==> src/rtl/period_gen_pkg.sv <==
// Shared types and default widths for the period generator.
package period_gen_pkg;

  localparam int PERIOD_W_DEFAULT = 16;
  localparam int BURST_W_DEFAULT  = 8;

  typedef enum logic [1:0] {
    IDLE = 2'd0,
    RUN  = 2'd1,
    DONE = 2'd2
  } state_e;

endpackage

==> src/rtl/period_generator.sv <==
// Programmable tick generator: emits tick_o every period cycles, either for a
// fixed burst (followed by a one-cycle done_o) or continuously until stop_i.
module period_generator
  import period_gen_pkg::*;
#(
  parameter int PERIOD_W = PERIOD_W_DEFAULT,
  parameter int BURST_W  = BURST_W_DEFAULT
) (
  input  logic                clk_i,
  input  logic                reset_ni,
  input  logic                start_i,
  input  logic                stop_i,
  input  logic [PERIOD_W-1:0] period_i,
  input  logic [BURST_W-1:0]  num_ticks_i,
  output logic                tick_o,
  output logic                busy_o,
  output logic                done_o,
  output logic [BURST_W-1:0]  tick_count_o,
  output logic [1:0]          state_o
);

  // Handshake: start_i is a level request accepted on any edge seen in IDLE;
  // stop_i is honoured only in RUN and wins over a tick due that same cycle.

  state_e              state_q, state_d;
  logic [PERIOD_W-1:0] cnt_q, cnt_d;
  logic [PERIOD_W-1:0] period_q, period_d;
  logic [BURST_W-1:0]  burst_q, burst_d;
  logic [BURST_W-1:0]  tick_count_q, tick_count_d;

  logic [PERIOD_W-1:0] eff_period;
  logic [BURST_W-1:0]  count_inc;
  logic                tick_due;

  assign eff_period = (period_i == '0) ? PERIOD_W'(1) : period_i;
  assign count_inc  = tick_count_q + BURST_W'(1);
  assign tick_due   = (state_q == RUN) && (cnt_q == '0);

  always_ff @(posedge clk_i or negedge reset_ni) begin
    if (!reset_ni) begin
      state_q      <= IDLE;
      cnt_q        <= '0;
      period_q     <= PERIOD_W'(1);
      burst_q      <= '0;
      tick_count_q <= '0;
    end else begin
      state_q      <= state_d;
      cnt_q        <= cnt_d;
      period_q     <= period_d;
      burst_q      <= burst_d;
      tick_count_q <= tick_count_d;
    end
  end

  always_comb begin
    state_d      = state_q;
    cnt_d        = cnt_q;
    period_d     = period_q;
    burst_d      = burst_q;
    tick_count_d = tick_count_q;
    case (state_q)
      IDLE: begin
        if (start_i) begin
          state_d      = RUN;
          period_d     = eff_period;
          burst_d      = num_ticks_i;
          cnt_d        = eff_period - PERIOD_W'(1);
          tick_count_d = '0;
        end
      end
      RUN: begin
        if (stop_i) begin
          state_d = IDLE;
        end else if (tick_due) begin
          cnt_d        = period_q - PERIOD_W'(1);
          tick_count_d = count_inc;
          // A zero burst length never matches, so continuous mode runs on.
          if ((burst_q != '0) && (count_inc == burst_q)) begin
            state_d = DONE;
          end
        end else begin
          cnt_d = cnt_q - PERIOD_W'(1);
        end
      end
      DONE: begin
        state_d = IDLE;
      end
      default: begin
        state_d = IDLE;
      end
    endcase
  end

  assign tick_o       = tick_due && !stop_i;
  assign done_o       = (state_q == DONE);
  assign busy_o       = (state_q != IDLE);
  assign tick_count_o = tick_count_q;
  assign state_o      = state_q;

endmodule

==> config.mk <==
export PLATFORM = sky130hd
export DESIGN_NAME = period_generator
export DESIGN_NICKNAME = d
export VERILOG_FILES = /design/src/rtl/period_gen_pkg.sv /design/src/rtl/period_generator.sv
export SDC_FILE = /design/constraint.sdc
export NUM_CORES = 1
export LEC_CHECK = 0
export CAP_MARGIN = 20
export CORE_MARGIN = 1
export CORE_UTILIZATION = 34
export CTS_CLUSTER_SIZE = 24
export DETAILED_ROUTE_END_ITERATION = 8
export PLACE_DENSITY = 0.66
export SYNTH_ARGS = -nofsm -noshare
export SYNTH_HDL_FRONTEND = slang
export SYNTH_SLANG_ARGS = --single-unit
==> constraint.sdc <==
create_clock -name clk_i -period 3.05 [get_ports clk_i]
set_clock_uncertainty 0.2 [all_clocks]
set_input_delay 0.61 -clock clk_i [delete_from_list [all_inputs] [get_ports clk_i]]
set_output_delay 0.61 -clock clk_i [all_outputs]
set_load 0.005 [all_outputs]
==> out/metrics.cfg <==
[cts]
insertion_delay_ns = 0.30
root_buffer = clkbuf_8
clockBufferDepth = 2
htreeDepth = 2
post_cts_buffers = 0
clkSinkCount = 50
cts_tree = yes
clkTransAtPathRegs_ns = 0.10
cts_buffers = 5

[floorplanning]
num_io_pins = 41
design.die.area_um2 = 9110
core-area_um2 = 8340
rows = 33
start_util_pct = 35.6
die_h_um = 95.5
die_w_um = 95.5

[detailed_routing]
vias = 2706
wl_per_cell_um = 15.5
wl_met3_um = 390
post-route-drc-count = 0
ant_nets = 0
top_layer_used = met4
drt-total-wl_um = 8040
wl_met2_um = 3850
wl_met1_um = 3660
firstDrtPassIters = 4
drt_iter0_drc = 216
vias_per_cell = 5.20

[sta]
hold_viol = 0
final_max_slew_viol_count = 0
setup_viol = 0
setup_tns_ns = 0
setup_ws_ns = 0.0926
max_freq_mhz = 338
relSlewSlack_pct = 48.8
rsz0062_at_grt = false
worst_pin_slew_ns = 0.768
fin_crit_ns = 2.96
fin_crit_sh_pct = 97.0

[worst_setup_path]
reg2reg_depth = 12
critPathCapture = tick_o
start_kind = register
slowest_delay_ns = 0.50
crit_start = cnt_q[6]
cp-end-kind = primary output
timing.rr.end = cnt_q[14]
cp_cell_sequence = nor4_4 > nand4_2 > nor2_2 > nand2_1 > inv_2 > clkdlybuf4s50_1
required_ns = 2.24
r2r_start = cnt_q[6]
cp.arrival_ns = 2.15
crit_fanout = 5
ff2ff_setup_slack_ns = 0.33
crit_type = register to primary output
cpMaxStageDelayCell = clkdlybuf4s50_1

[synthesis]
synth_xor_area_share_pct = 7.37
synth_cell_types = 53
ys_seq_area_share_pct = 42.2
synthAdderAreaFrac_pct = 0.842
synthSimpleGateAreaFrac_pct = 29.8
yosys_register_bits = 50
synth_compound_area_share_pct = 13.9
synth_edf_count = 0
synth_top_family_by_area = simple AND/OR/NAND/NOR gates
syn_area_per_cell_um2 = 8.27
synthFlopType = dfrtp_1
netlist_area_um2 = 2970
syn-num-nets = 389
synth_cells = 359
synthMuxAreaShare_pct = 3.16
yosysWarnings = 0
synthArstFlopShare_pct = 100

[place]
post-dp-hpwl_um = 5920
io_buffers = 40
post-place-ws_ns = -0.213
place_area_um2 = 3600
gp_congestion = 0.900
place_inst = 512

[global_route]
grt_pass1_wl_um = 13300
antenna_found_initial = 0
track_usage_pct = 19.0
globalRouteOverflowTotal = 0
grt_max_degree = 29
grt_pass1_vias = 2706

[power_and_ir_drop]
p_per_area_nw_per_um2 = 564
p_leak_uw = 0.00160
fin_total_pwr_uw = 2100
ir_drop_mv = 0.238

[final_layout]
fin_cells = 520
layout-drive-gt1-share_pct = 12.0
nets = 444
fin_area_um2 = 3720
area_delta_synth_final_pct = 25.4
diodes = 0

[worst_hold_path]
min_path_type = input port to asynchronous set/reset pin

[run_status]
status = finished, final reports clean

[job]
maxCapViolations = 0

==> through the flow <==
step                hold slack, ns  utilization (%)
floorplan                    0.114                -
global placement             0.262             43.2
detailed placement           0.275             43.2
CTS                          0.152             44.5
global route                 0.166             44.6
finish                       0.135             44.6
==> cells by family (layout without fill, tap and decap cells) <==
group                      Yosys count  after routing
buffers and inverters               18             74
muxes                                9              9
xor gates and xnor gates            25             25
adders and majority gates            2              2
and+or+nand+nor                    188            188
DFF                                 50             50
AOI/OAI and AO/OA                   67             67
==> critical path, delay by kind of cell (launching register included) <==
family | cells | cell delay (ns)
buffers and inverters | 2 | 0.61
AND/OR/NAND/NOR | 4 | 0.80
flip-flops | 1 | 0.43
==> power breakdown <==
part           switching (uW)  total [uW]  internal [uW]
Sequential                175         986            811
Combinational             392         710            319
Clock                     220         403            184
Total                     786        2100           1310
==> final cells by class <==
| class | instances | area, um2 |
|---|---|---|
| repair buffers | 63 | 568 |
| fillers | 847 | 4620 |
| clock inverters | 1 | 5.00 |
| flip-flops and latches | 50 | 1250 |
| multi-input cells | 291 | 1670 |
| clock buffers | 7 | 86.3 |
| well taps | 105 | 131 |
| inverters | 3 | 11.3 |
==> repair_timing <==
action	4_1_cts	5_1_grt
endpoints found under the setup margin	1	1
hold buffers	0	0
pin swaps	0	1
gates resized for setup	3	3
hold endpoints to repair	0	0
==> how the worst min path moves through the flow <==
stage	cells after the start	endpoint	from	slack, ns
2_1_floorplan	0	burst_q[0]	reset_ni	0.11
3_3_place_gp	2	period_q[14]	period_q[14]	0.26
3_5_place_dp	2	period_q[10]	period_q[10]	0.27
4_1_cts	1	cnt_q[2]	reset_ni	0.15
5_1_grt	1	cnt_q[2]	reset_ni	0.17
6_report	1	cnt_q[2]	reset_ni	0.13
==> sequential cells by signal (all words and copies together), names as in the netlist <==
name          cells
cnt_q            16
burst_q           8
tick_count_o      8
state_o           2
period_q         16
==> cell usage after synthesis (6+ instances only) <==
cell type	number	area share (%)
a21oi_1	15	2.5
clkbuf_1	9	1.1
dfrtp_1	49	41
mux2i_1	6	2.0
nand2_1	102	13
nand3_1	10	1.7
nor2_1	35	4.4
nor3_1	7	1.2
nor4_1	6	1.3
o21ai_0	29	4.9
xnor2_1	11	3.2
xor2_1	14	4.1
==> metal layers <==
layer  up-vias  track usage, %
met5         -               0
met4         0            5.85
met3        13            3.27
met2        73            31.3
met1      1284            25.4
li1       1336               -
==> layout by cell type (no fill, tap or decap), types with 7 or more instances in the layout <==
cell and n:
nand2_1 102, nor2_1 35, clkdlybuf4s50_1 39, dfrtp_1 48, nand3_1 10, o21ai_0 29, nor3_1 7, xnor2_1 11
xor2_1 14, buf_4 23, a21oi_1 15
Power figures use the tool's default switching activity.
